--- src/rtl/pe_stream_pkg.sv ---
// Shared sizing helpers, channel index type and default channel IDs
// for the PE stream buffer bank.
package pe_stream_pkg;

  // Bits needed to hold a fill count of 0..depth inclusive.
  function automatic int calc_lvl_w(input int depth);
    return $clog2(depth + 1);
  endfunction

  // Address bits plus one wrap bit, so full and empty can be told apart.
  function automatic int calc_ptr_w(input int depth);
    return $clog2(depth) + 1;
  endfunction

  localparam int CH_IDX_W = 8;

  typedef logic [CH_IDX_W-1:0] ch_idx_t;

  typedef enum logic [CH_IDX_W-1:0] {
    CH_IFMAP = 8'd0,
    CH_FLTR  = 8'd1,
    CH_IPSUM = 8'd2,
    CH_OPSUM = 8'd3
  } ch_id_e;

endpackage

--- src/rtl/pe_stream_buffer_bank_if.sv ---
// Flattened per-channel valid/ready streams between the memory side and the PE array.
// master = producer/consumer side, slave = the buffer bank.
interface pe_stream_buffer_bank_if #(
  parameter int DATA_WIDTH = 16,
  parameter int NUM_CH     = 4
);
  logic [NUM_CH-1:0]            wr_valid;
  logic [NUM_CH-1:0]            wr_ready;
  logic [NUM_CH*DATA_WIDTH-1:0] wr_data;
  logic [NUM_CH-1:0]            rd_valid;
  logic [NUM_CH-1:0]            rd_ready;
  logic [NUM_CH*DATA_WIDTH-1:0] rd_data;

  modport master (
    output wr_valid,
    output wr_data,
    output rd_ready,
    input  wr_ready,
    input  rd_valid,
    input  rd_data
  );

  modport slave (
    input  wr_valid,
    input  wr_data,
    input  rd_ready,
    output wr_ready,
    output rd_valid,
    output rd_data
  );
endinterface

--- src/rtl/pe_stream_chan_fifo.sv ---
// One buffer channel: register-array FIFO with wrap-bit pointers, fill level,
// pre-fill read gate and synchronous flush.
module pe_stream_chan_fifo
  import pe_stream_pkg::*;
#(
  parameter int DATA_WIDTH = 16,
  parameter int FIFO_DEPTH = 16,
  parameter int AUTO_REARM = 1,
  localparam int LVL_W     = calc_lvl_w(FIFO_DEPTH),
  localparam int PTR_W     = calc_ptr_w(FIFO_DEPTH)
) (
  input  logic                  pe_clk,
  input  logic                  rst,
  input  logic [LVL_W-1:0]      prefill_lvl,
  input  logic                  flush,
  input  logic                  wr_valid,
  output logic                  wr_ready,
  input  logic [DATA_WIDTH-1:0] wr_data,
  output logic                  rd_valid,
  input  logic                  rd_ready,
  output logic [DATA_WIDTH-1:0] rd_data,
  output logic [LVL_W-1:0]      level,
  output logic                  prefill_done
);

  localparam int               AW        = PTR_W - 1;
  localparam logic [LVL_W-1:0] DEPTH_LVL = LVL_W'(FIFO_DEPTH);

  logic [DATA_WIDTH-1:0] mem [FIFO_DEPTH];

  logic [PTR_W-1:0] wr_ptr_reg, wr_ptr_next;
  logic [PTR_W-1:0] rd_ptr_reg, rd_ptr_next;
  logic [LVL_W-1:0] level_reg, level_next;
  logic             gate_reg, gate_next;
  logic [LVL_W-1:0] thresh;
  logic             full, empty, push, pop;

  always_comb begin
    full     = (wr_ptr_reg[AW] != rd_ptr_reg[AW]) &&
               (wr_ptr_reg[AW-1:0] == rd_ptr_reg[AW-1:0]);
    empty    = (wr_ptr_reg == rd_ptr_reg);
    wr_ready = !full;
    rd_valid = !empty && gate_reg;
    push     = wr_valid && wr_ready;
    pop      = rd_valid && rd_ready;
    thresh   = (prefill_lvl > DEPTH_LVL) ? DEPTH_LVL : prefill_lvl;
  end

  // Head word is masked while empty so an idle channel presents zero.
  assign rd_data      = empty ? '0 : mem[rd_ptr_reg[AW-1:0]];
  assign level        = level_reg;
  assign prefill_done = gate_reg;

  always_comb begin
    wr_ptr_next = wr_ptr_reg;
    rd_ptr_next = rd_ptr_reg;
    level_next  = level_reg;
    gate_next   = gate_reg;
    if (flush) begin
      wr_ptr_next = '0;
      rd_ptr_next = '0;
      level_next  = '0;
      gate_next   = 1'b0;
    end else begin
      if (push) wr_ptr_next = wr_ptr_reg + PTR_W'(1);
      if (pop)  rd_ptr_next = rd_ptr_reg + PTR_W'(1);
      case ({push, pop})
        2'b10:   level_next = level_reg + LVL_W'(1);
        2'b01:   level_next = level_reg - LVL_W'(1);
        default: level_next = level_reg;
      endcase
      // A raised threshold never closes an open gate; only draining empty does.
      if ((AUTO_REARM != 0) && (thresh != '0) && pop && !push &&
          (level_reg == LVL_W'(1))) begin
        gate_next = 1'b0;
      end else if (level_next >= thresh) begin
        gate_next = 1'b1;
      end
    end
  end

  always_ff @(posedge pe_clk or posedge rst) begin
    if (rst) begin
      wr_ptr_reg <= '0;
      rd_ptr_reg <= '0;
      level_reg  <= '0;
      gate_reg   <= 1'b0;
    end else begin
      wr_ptr_reg <= wr_ptr_next;
      rd_ptr_reg <= rd_ptr_next;
      level_reg  <= level_next;
      gate_reg   <= gate_next;
    end
  end

  // Storage carries no reset; pointers alone decide what is readable.
  always_ff @(posedge pe_clk) begin
    if (push && !flush) begin
      mem[wr_ptr_reg[AW-1:0]] <= wr_data;
    end
  end

endmodule

--- src/rtl/pe_stream_buffer_bank.sv ---
// NUM_CH independent stream FIFOs between the PE memory interface and the PE array.
// Optional sticky overflow/underflow flags: define PE_STREAM_BUFFER_BANK_ERR_EN.
module pe_stream_buffer_bank
  import pe_stream_pkg::*;
#(
  parameter int DATA_WIDTH = 16,
  parameter int NUM_CH     = 4,
  parameter int FIFO_DEPTH = 16,
  parameter int AUTO_REARM = 1,
  localparam int LVL_W     = calc_lvl_w(FIFO_DEPTH)
) (
  input  logic                    pe_clk,
  input  logic                    rst,
  input  logic [NUM_CH*LVL_W-1:0] prefill_lvl,
  input  logic [NUM_CH-1:0]       flush,
  pe_stream_buffer_bank_if.slave  bus,
`ifdef PE_STREAM_BUFFER_BANK_ERR_EN
  output logic [NUM_CH-1:0]       err_ovf,
  output logic [NUM_CH-1:0]       err_udf,
  input  logic                    err_clr,
`endif
  output logic [NUM_CH*LVL_W-1:0] level,
  output logic [NUM_CH-1:0]       prefill_done
);

  for (genvar gi = 0; gi < NUM_CH; gi++) begin : g_ch
    logic                  chan_wr_ready;
    logic                  chan_rd_valid;
    logic                  chan_done;
    logic [DATA_WIDTH-1:0] chan_rd_data;
    logic [LVL_W-1:0]      chan_level;

    pe_stream_chan_fifo #(
      .DATA_WIDTH (DATA_WIDTH),
      .FIFO_DEPTH (FIFO_DEPTH),
      .AUTO_REARM (AUTO_REARM)
    ) u_fifo (
      .pe_clk       (pe_clk),
      .rst          (rst),
      .prefill_lvl  (prefill_lvl[gi*LVL_W +: LVL_W]),
      .flush        (flush[gi]),
      .wr_valid     (bus.wr_valid[gi]),
      .wr_ready     (chan_wr_ready),
      .wr_data      (bus.wr_data[gi*DATA_WIDTH +: DATA_WIDTH]),
      .rd_valid     (chan_rd_valid),
      .rd_ready     (bus.rd_ready[gi]),
      .rd_data      (chan_rd_data),
      .level        (chan_level),
      .prefill_done (chan_done)
    );

    assign bus.wr_ready[gi]                          = chan_wr_ready;
    assign bus.rd_valid[gi]                          = chan_rd_valid;
    assign bus.rd_data[gi*DATA_WIDTH +: DATA_WIDTH]  = chan_rd_data;
    assign level[gi*LVL_W +: LVL_W]                  = chan_level;
    assign prefill_done[gi]                          = chan_done;

`ifdef PE_STREAM_BUFFER_BANK_ERR_EN
    logic ovf_reg, udf_reg;
    logic ovf_set, udf_set;

    // Underflow only counts once the gate is open; polling a gated channel is normal.
    assign ovf_set = bus.wr_valid[gi] && !chan_wr_ready;
    assign udf_set = bus.rd_ready[gi] && !chan_rd_valid && chan_done;

    always_ff @(posedge pe_clk or posedge rst) begin
      if (rst) begin
        ovf_reg <= 1'b0;
        udf_reg <= 1'b0;
      end else begin
        if (ovf_set)      ovf_reg <= 1'b1;
        else if (err_clr) ovf_reg <= 1'b0;
        if (udf_set)      udf_reg <= 1'b1;
        else if (err_clr) udf_reg <= 1'b0;
      end
    end

    assign err_ovf[gi] = ovf_reg;
    assign err_udf[gi] = udf_reg;
`endif
  end

endmodule

--- src/flat_wrapper.sv ---
// flat-port wrapper written by rule: the top's interface ports become plain ports
module pe_stream_buffer_bank_flat import pe_stream_pkg::*;
#(
  parameter int DATA_WIDTH = 16,
  parameter int NUM_CH     = 4,
  parameter int FIFO_DEPTH = 16,
  parameter int AUTO_REARM = 1,
  localparam int LVL_W     = calc_lvl_w(FIFO_DEPTH)
)
  (pe_clk, rst, prefill_lvl, flush, level, prefill_done, bus_wr_valid, bus_wr_data, bus_rd_ready, bus_wr_ready, bus_rd_valid, bus_rd_data);
  pe_stream_buffer_bank_if #(.DATA_WIDTH(DATA_WIDTH), .NUM_CH(NUM_CH)) bus_i ();
  input  logic pe_clk;
  input  logic rst;
  input  logic [NUM_CH*LVL_W-1:0] prefill_lvl;
  input  logic [NUM_CH-1:0] flush;
  output logic [NUM_CH*LVL_W-1:0] level;
  output logic [NUM_CH-1:0] prefill_done;
  input wire logic [$bits(bus_i.wr_valid)-1:0] bus_wr_valid;
  input wire logic [$bits(bus_i.wr_data)-1:0] bus_wr_data;
  input wire logic [$bits(bus_i.rd_ready)-1:0] bus_rd_ready;
  output wire logic [$bits(bus_i.wr_ready)-1:0] bus_wr_ready;
  output wire logic [$bits(bus_i.rd_valid)-1:0] bus_rd_valid;
  output wire logic [$bits(bus_i.rd_data)-1:0] bus_rd_data;
  assign bus_i.wr_valid = bus_wr_valid;
  assign bus_i.wr_data = bus_wr_data;
  assign bus_i.rd_ready = bus_rd_ready;
  assign bus_wr_ready = bus_i.wr_ready;
  assign bus_rd_valid = bus_i.rd_valid;
  assign bus_rd_data = bus_i.rd_data;
  pe_stream_buffer_bank #(.DATA_WIDTH(DATA_WIDTH), .NUM_CH(NUM_CH), .FIFO_DEPTH(FIFO_DEPTH), .AUTO_REARM(AUTO_REARM)) u_core (.pe_clk(pe_clk), .rst(rst), .prefill_lvl(prefill_lvl), .flush(flush), .bus(bus_i), .level(level), .prefill_done(prefill_done));
endmodule
--- config.mk ---
export PLATFORM = sky130hd
export DESIGN_NAME = pe_stream_buffer_bank_flat
export DESIGN_NICKNAME = d
export VERILOG_FILES = /design/src/rtl/pe_stream_pkg.sv /design/src/rtl/pe_stream_buffer_bank_if.sv /design/src/rtl/pe_stream_chan_fifo.sv /design/src/rtl/pe_stream_buffer_bank.sv /design/src/flat_wrapper.sv
export SDC_FILE = /design/constraint.sdc
export NUM_CORES = 1
export LEC_CHECK = 0
export ABC_AREA = 1
export BUFFER_PORTS_ARGS = -buffer_cell sky130_fd_sc_hd__buf_4
export CAP_MARGIN = 30
export CORE_MARGIN = 4
export CORE_UTILIZATION = 25
export CTS_CLUSTER_SIZE = 25
export DETAILED_ROUTE_END_ITERATION = 6
export GPL_ROUTABILITY_DRIVEN = 0
export GPL_TIMING_DRIVEN = 0
export HOLD_SLACK_MARGIN = 0.05
export PLACE_DENSITY = 0.45
export SYNTH_ARGS = -nofsm -noshare
export SYNTH_HDL_FRONTEND = slang
export SYNTH_HIERARCHICAL = 1
export SYNTH_SLANG_ARGS = --single-unit
--- constraint.sdc ---
create_clock -name pe_clk -period 2.55 [get_ports pe_clk]
set_input_delay 0 -clock pe_clk [delete_from_list [all_inputs] [get_ports pe_clk]]
set_output_delay 0 -clock pe_clk [all_outputs]
set_load 0.005 [all_outputs]
# --- After elaboration in Yosys (flattened, before gate mapping) ---
# Memory sizes are Yosys's and may differ from the RTL's.
# Index checks and enable logic that the tools add are counted.
totals:
  in_bits: 98
  output_inout_bits: 96
  word_cells: 188
  ff_bits: 64
  memories: 4
  ramBits: 1024
memory_table:
  columns: ["memory", "depth", "width", "rd", "rd_ports_with_merged_regs", "write_ports", "line_no", "rtl"]
  rows:
  - ["u_core.g_ch[0].u_fifo.mem", 16, 16, 1, 0, 1, "pe_stream_chan_fifo.sv:29", "logic [DATA_WIDTH-1:0] mem [FIFO_DEPTH];"]
  - ["u_core.g_ch[1].u_fifo.mem", 16, 16, 1, 0, 1, "pe_stream_chan_fifo.sv:29", null]
  - ["u_core.g_ch[2].u_fifo.mem", 16, 16, 1, 0, 1, "pe_stream_chan_fifo.sv:29", null]
  - ["u_core.g_ch[3].u_fifo.mem", 16, 16, 1, 0, 1, "pe_stream_chan_fifo.sv:29", null]
op_classes:
  add_sub_neg: 16
  n_mux: 56
  magnitude_cmp: 8
  n_eq_ne: 24
  n_reduce_logical: 64
op_table:
  columns: ["cell", "n"]
  rows:
  - ["2-to-1 mux 5 bit", 28]
  - ["2-to-1 mux 16 bit", 4]
  - ["adder 5 x 1 -> 5 bit (second input constant)", 12]
  - ["case mux 5 bit (2 select lines)", 4]
  - ["logical AND 1 bit", 32]
  - ["== test 5 x 1 -> 1 bit (second input constant)", 4]
  - ["== test 5 bit", 4]
  - ["greater-or-equal comparator 5 bit", 4]
  - ["> comparator 5 bit (second input constant)", 4]
  - ["2-to-1 mux 1 bit", 20]
  - ["nonzero test 5 bit", 4]
  - ["subtractor 5 x 1 -> 5 bit (second input constant)", 4]
  - ["== test 4 bit", 4]
  - ["zero test 1 bit", 16]
  - ["nonzero test 2 bit", 8]
  - ["nonzero test 3 bit", 4]
  - ["== test 2 x 1 -> 1 bit (second input constant)", 4]
  - ["== test 2 bit (second input constant)", 4]
  - ["!= test 1 bit", 4]

# --- Logic depth before layout (Yosys ltp) ---
depth:
  depth_word: 11
  depth_mapped: 23

# --- By module ---
# Netlist, hierarchy kept.
by_module_without_submodules:
  columns: ["module", "cells_each", "seq_area_each_um2", "area_per_inst_um2", "instances"]
  rows:
  - ["pe_stream_chan_fifo at u_core.g_ch[0].u_fifo ...", 963, 8087.8, 11496.0, 2]
  - ["pe_stream_chan_fifo at u_core.g_ch[2].u_fifo", 963, 8087.8, 11493.5, 1]
  - ["pe_stream_chan_fifo at u_core.g_ch[3].u_fifo", 961, 8087.8, 11492.3, 1]
  - ["pe_stream_buffer_bank", 12, 0.0, 90.1, 1]

# --- Worst setup path before layout ---
# No wires, ideal clock.
synth_timing:
  path_kind: "register to register"
  start: "register u_core.g_ch[3].u_fifo.rd_ptr_reg[0]"
  end: "register u_core.g_ch[3].u_fifo.gate_reg"
  period_less_slack_ns: 2.611
  path_slack_ns: -0.061
  path_stages_with_launch: 23
  arrival_ns: 2.492
  setup_time_ns: 0.119
  cell_sequence: "dfrtp_1 buf_6 nand2_1 nand2_1 nor2_1 nand3_2 nand2_4 inv_1 ha_1 inv_1 nand2_1 o21ai_0 ha_1 inv_1 nand2_1 nand2_1 nand2_1 nand2_1 nand2_1 nand2_1 nand2_1 a21oi_1 nor2_1"
synth_between:
  elab_chain_cells: 9
synth_lines:
  columns: ["element", "line_no", "rtl"]
  rows:
  - ["start, declared", "pe_stream_chan_fifo.sv:32", "logic [PTR_W-1:0] rd_ptr_reg, rd_ptr_next;"]
  - ["start signal, assigned", "pe_stream_chan_fifo.sv:90", "rd_ptr_reg <= rd_ptr_next;"]
  - ["== test 4 bit *", "pe_stream_chan_fifo.sv:40", "(wr_ptr_reg[AW-1:0] == rd_ptr_reg[AW-1:0]);"]
  - ["logical AND 1 bit *", "pe_stream_chan_fifo.sv:39", "full = (wr_ptr_reg[AW] != rd_ptr_reg[AW]) &&"]
  - ["zero test 1 bit *", "pe_stream_chan_fifo.sv:42", "wr_ready = !full;"]
  - ["net u_core.g_ch[3].chan_wr_ready", "pe_stream_buffer_bank.sv:27", "logic chan_wr_ready;"]
  - ["logical AND 1 bit *", "pe_stream_chan_fifo.sv:44", "push = wr_valid && wr_ready;"]
  - ["== test 2 x 1 -> 1 bit, or another cell as far along", "pe_stream_chan_fifo.sv:67", "case ({push, pop})"]
  - ["case mux 5 bit (2 select lines) / logical AND 1 bit (equally long branches)", "pe_stream_chan_fifo.sv:67, pe_stream_chan_fifo.sv:73", null]
  - ["2-to-1 mux 5 bit / logical AND 1 bit (equally long branches)", "pe_stream_chan_fifo.sv:59, pe_stream_chan_fifo.sv:73", null]
  - ["greater-or-equal comparator 5 bit / 2-to-1 mux 1 bit (equally long branches)", "pe_stream_chan_fifo.sv:76, pe_stream_chan_fifo.sv:73", null]
  - ["nonzero test 3 bit (no line) / 2-to-1 mux 1 bit (equally long branches)", null, null]
  - ["end signal, assigned", "pe_stream_chan_fifo.sv:92", "gate_reg <= gate_next;"]
  - ["end, declared", "pe_stream_chan_fifo.sv:34", "logic gate_reg, gate_next;"]
# The timed path passes the listed nets; every way through them passes the cells marked *. The select of a mux whose other input is x is not followed.
# A chain may end at the register's enable or synchronous reset.

# --- Final worst setup path ---
layout_timing:
  start: "register u_core.g_ch[1].u_fifo.rd_ptr_reg[0]"
  end: "register u_core.g_ch[1].u_fifo.gate_reg"
layout_between:
  elab_chain_cells: 9
layout_lines:
  columns: ["element", "line_no"]
  rows:
  - ["start, declared", "pe_stream_chan_fifo.sv:32"]
  - ["start signal, assigned", "pe_stream_chan_fifo.sv:90"]
  - ["== test 5 bit / == test 4 bit (equally long branches)", "pe_stream_chan_fifo.sv:41, pe_stream_chan_fifo.sv:40"]
  - ["zero test 1 bit / logical AND 1 bit (equally long branches)", "pe_stream_chan_fifo.sv:43, pe_stream_chan_fifo.sv:39"]
  - ["logical AND 1 bit / zero test 1 bit (equally long branches)", "pe_stream_chan_fifo.sv:43, pe_stream_chan_fifo.sv:42"]
  - ["logical AND 1 bit (on tied branches)", "pe_stream_chan_fifo.sv:45, pe_stream_chan_fifo.sv:44"]
  - ["== test 2 x 1 -> 1 bit, or another cell as far along", "pe_stream_chan_fifo.sv:67"]
  - ["case mux 5 bit (2 select lines) / logical AND 1 bit (equally long branches)", "pe_stream_chan_fifo.sv:67, pe_stream_chan_fifo.sv:73"]
  - ["2-to-1 mux 5 bit / logical AND 1 bit (equally long branches)", "pe_stream_chan_fifo.sv:59, pe_stream_chan_fifo.sv:73"]
  - ["greater-or-equal comparator 5 bit / 2-to-1 mux 1 bit (equally long branches)", "pe_stream_chan_fifo.sv:76, pe_stream_chan_fifo.sv:73"]
  - ["nonzero test 3 bit (no line) / 2-to-1 mux 1 bit (equally long branches)", null]
  - ["end signal, assigned", "pe_stream_chan_fifo.sv:92"]
  - ["end, declared", "pe_stream_chan_fifo.sv:34"]
# Several ways; a longest one is shown, not always the timed one. The select of a mux whose other input is x is not followed.

==> impl_metrics.py <==
metrics = {
    "place": {
        "dpl_cell_area_mm2": 0.0516,
        "post-place-ws_ns": -0.717,
        "numPlacedInstances": 6569,
        "dp_hpwl_um": 95300,
        "port_buffers": 193,
    },
    "power": {
        "p_leak_nw": 22.2,
        "power_density_mw_per_mm2": 666,
        "irDropWorstVdd_mv": 0.659,
    },
    "yosys": {
        "ys_seq_area_frac": 0.702,
        "netlist_instances": 3862,
        "syn_nets": 4020,
        "yosysTopAreaCell": "edfxtp_1",
        "ys_seq_elements": 1088,
        "syn_avg_cell_area_um2": 11.9,
        "synth_area_leaders": "edfxtp_1 (67%), nor2_1 (6.0%), o21ai_0 (5.6%), dfrtp_1 (3.5%), nand2_1 (3.0%)",
        "ys_warn_count": 6,
        "synth_top_area_frac": 0.667,
        "post_synth_instance_area_mm2": 0.0461,
        "ys_types": 35,
    },
    "timing": {
        "rsz0062_at_grt": "true",
        "finalHoldViolations": 0,
        "drv_slew": 0,
        "tightest_slew_ns": 0.755,
        "slew_headroom": 0.496,
        "finalCritPeriodShare": 1.07,
        "finClkSkew_ns": 0.0760,
        "layout_setup_ws_ns": -0.179,
        "setup_violations": 53,
        "layout_min_cycle_time_ns": 2.73,
        "fmax_mhz": 366,
        "fin_tns_setup_ns": -3.51,
        "whs_ns": 0.109,
    },
    "clock_network": {
        "cts_buffer_depth": 3,
        "cts_tree": "yes",
        "clockRootBuffer": "clkbuf_16",
        "clk_latency_ns": 0.79,
        "cts_buffers": 121,
        "cts.sinks": 1088,
        "cts_max_level": 3,
        "clkSlewWorstSetupHoldPaths_ns": 0.06,
    },
    "routing": {
        "drtIter0Drc": 2661,
        "wl_um": 149000,
        "via_per_inst": 4.61,
        "wire_per_inst_um": 21.0,
        "drc": 0,
        "vias": 32700,
        "firstDrtPassIters": 6,
        "detail-route-antenna-nets": 0,
    },
    "setup_path": {
        "r2r-end": "u_core/g_ch[1].u_fifo/prefill_done$_DFFE_PP0P_",
        "end_kind": "flop",
        "ff2ff_path_depth": 21,
        "path_class": "reg -> reg",
        "required_ns": 3.21,
        "cp.arrival_ns": 3.39,
        "r2r-start": "u_core/g_ch[1].u_fifo/rd_ptr_reg[0]$_DFFE_PP0P_",
        "reg2reg_slack_ns": -0.18,
        "startpoint_type": "flop",
        "startpoint": "u_core/g_ch[1].u_fifo/rd_ptr_reg[0]$_DFFE_PP0P_",
        "crit_fanout": 8,
    },
    "finish": {
        "finalNetCount": 4684,
        "stdcell_count": 7097,
        "fillers": 18100,
        "largest_reg_flops": 1024,
        "drive_gt1_frac": 0.282,
        "final_area_mm2": 0.0626,
        "final_common_cell": "edfxtp_1",
        "syn2layout_area_growth_pct": 36.0,
        "final_cell_mix": "edfxtp_1 (1024), nor2_1 (601), nand2_1 (349)",
    },
    "floorplanning": {
        "io_pins": 194,
        "fp-row-count": 157,
        "die-width_um": 437,
        "die-area_mm2": 0.191,
        "core_mm2": 0.183,
        "die_height_um": 437,
        "initial_core_util": 0.252,
    },
    "status": {
        "status": "finished, violations left",
        "violations": "setup timing",
    },
    "job": {
        "cap_violations": 0,
    },
    "global_route": {
        "grt-ovfl-total": 0,
        "grt_start_max_net_pins": 21,
        "grt_pass1_vias": 32100,
        "grt_first_pass_wirelength_um": 216000,
        "grtUsageTotal": 0.150,
        "antenna_found_initial": 9,
    },
    "hold_path": {
        "holdCritStartpoint": "bus_wr_data[49]",
        "holdPathStages": 2,
        "whs_endpoint": "u_core/g_ch[3].u_fifo/mem[6][1]$_DFFE_PP_",
        "hold_class": "in -> reg",
    },
}
[kinds of logic after synthesis]
| logic type | synth area share |
|---|---|
| flip-flops | 0.702 |
| buffers and inverters | 0.0422 |
| AND/OR/NAND/NOR | 0.119 |
| adder cells (fa/ha/maj) | 0.0163 |
| XOR/XNOR | 0.00551 |
| AO/OA/AOI/OAI | 0.115 |
[what timing repair did]
item	in CTS	in global routing
endpoints found under the setup margin	545	418
hold buffers	114	0
gates resized for setup	880	393
endpoints found under the hold margin	2176	0
buffers inserted	106	61
pin swaps	235	242
cloned	29	13
[worst max-delay path by stage]
| stage | cells after the start | end |
|---|---|---|
| finish | 21 | u_core/g_ch[1].u_fifo/prefill_done$_DFFE_PP0P_ |
| global route | 21 | u_core/g_ch[1].u_fifo/prefill_done$_DFFE_PP0P_ |
| CTS | 12 | bus_rd_data[5] |
| detailed placement | 21 | u_core/g_ch[2].u_fifo/prefill_done$_DFFE_PP0P_ |
| global placement | 9 | u_core/g_ch[0].u_fifo/mem[15][7]$_DFFE_PP_ |
| floorplan | 22 | u_core/g_ch[3].u_fifo/prefill_done$_DFFE_PP0P_ |
[cells in the mapped netlist]
master and number:
o31ai_1 8, inv_4 3, clkinv_1 4, o21ai_1 73, o21ai_0 512, buf_6 12, nand4_1 7, nand2_4 16
xor2_1 24, buf_4 36, inv_1 175, a21boi_0 4, dfrtp_1 64, edfxtp_1 1024, xnor2_1 5, o211ai_1 136
a21oi_1 80, nor2_8 4, buf_1 4, ha_1 60, inv_2 28, nand2_2 7, clkbuf_1 77, nor3_2 12
clkbuf_2 1, nor2_2 8, o22ai_1 128, buf_2 87, nand2_1 373, nand3_1 127, o221ai_1 1, nor2_1 741
or2_2 4, nand3_2 12, o21bai_1 5
[critical path: stages, from the launching register on]
cell      delay, ns
dfrtp_2        0.44
buf_6          0.15
clkinv_8       0.06
nand2_4        0.07
nand2_4        0.05
nor2_4         0.16
nand3_4        0.12
nand3_4        0.14
inv_4          0.05
ha_4           0.29
inv_8          0.05
o211ai_1       0.10
nand2_1        0.13
ha_1           0.29
nand2_1        0.07
nand2_1        0.05
nand2_1        0.06
nand2_1        0.05
nand2_1        0.06
nand2_1        0.06
a21oi_2        0.13
nor2_1         0.05
[through the flow]
stage,power [W],util
5_1_grt,0.0433,0.342
3_3_place_gp,0.0236,0.276
2_1_floorplan,0.0219,-
4_1_cts,0.0418,0.333
6_report,0.0417,0.342
3_5_place_dp,0.0236,0.282
[power by group]
| part | leakage (nW) | total (W) | internal (W) | switching, W |
|---|---|---|---|---|
| sequential | 10.1 | 0.0199 | 0.0197 | 0.000154 |
| clock | 1.83 | 0.0168 | 0.00937 | 0.00738 |
| combinational | 10.3 | 0.00507 | 0.00224 | 0.00282 |
| total | 22.2 | 0.0417 | 0.0313 | 0.0104 |
[layer usage]
layer | track usage | vias to the layer above | wire, µm
met3 | 0.0222 | 208 | 6990
met5 | 0 | - | 0
met4 | 0.0438 | 0 | 4300
li1 | - | 15200 | -
met1 | 0.205 | 16500 | 66700
met2 | 0.246 | 807 | 71000
[cell type report]
class	instances	area (µm²)	share of cell area
Tap cell	2464	3080	0.0492
Multi-Input combinational cell	2347	13900	0.221
Antenna cell	1	2.50	0.0000400
Timing Repair Buffer	554	6120	0.0977
Clock inverter	67	608	0.00971
Buffer	201	2450	0.0392
Clock buffer	162	3200	0.0511
Sequential cell	1088	32400	0.517
Inverter	210	916	0.0146
Timing Repair inverter	3	22.5	0.000360
Power figures use the tool's default switching activity.
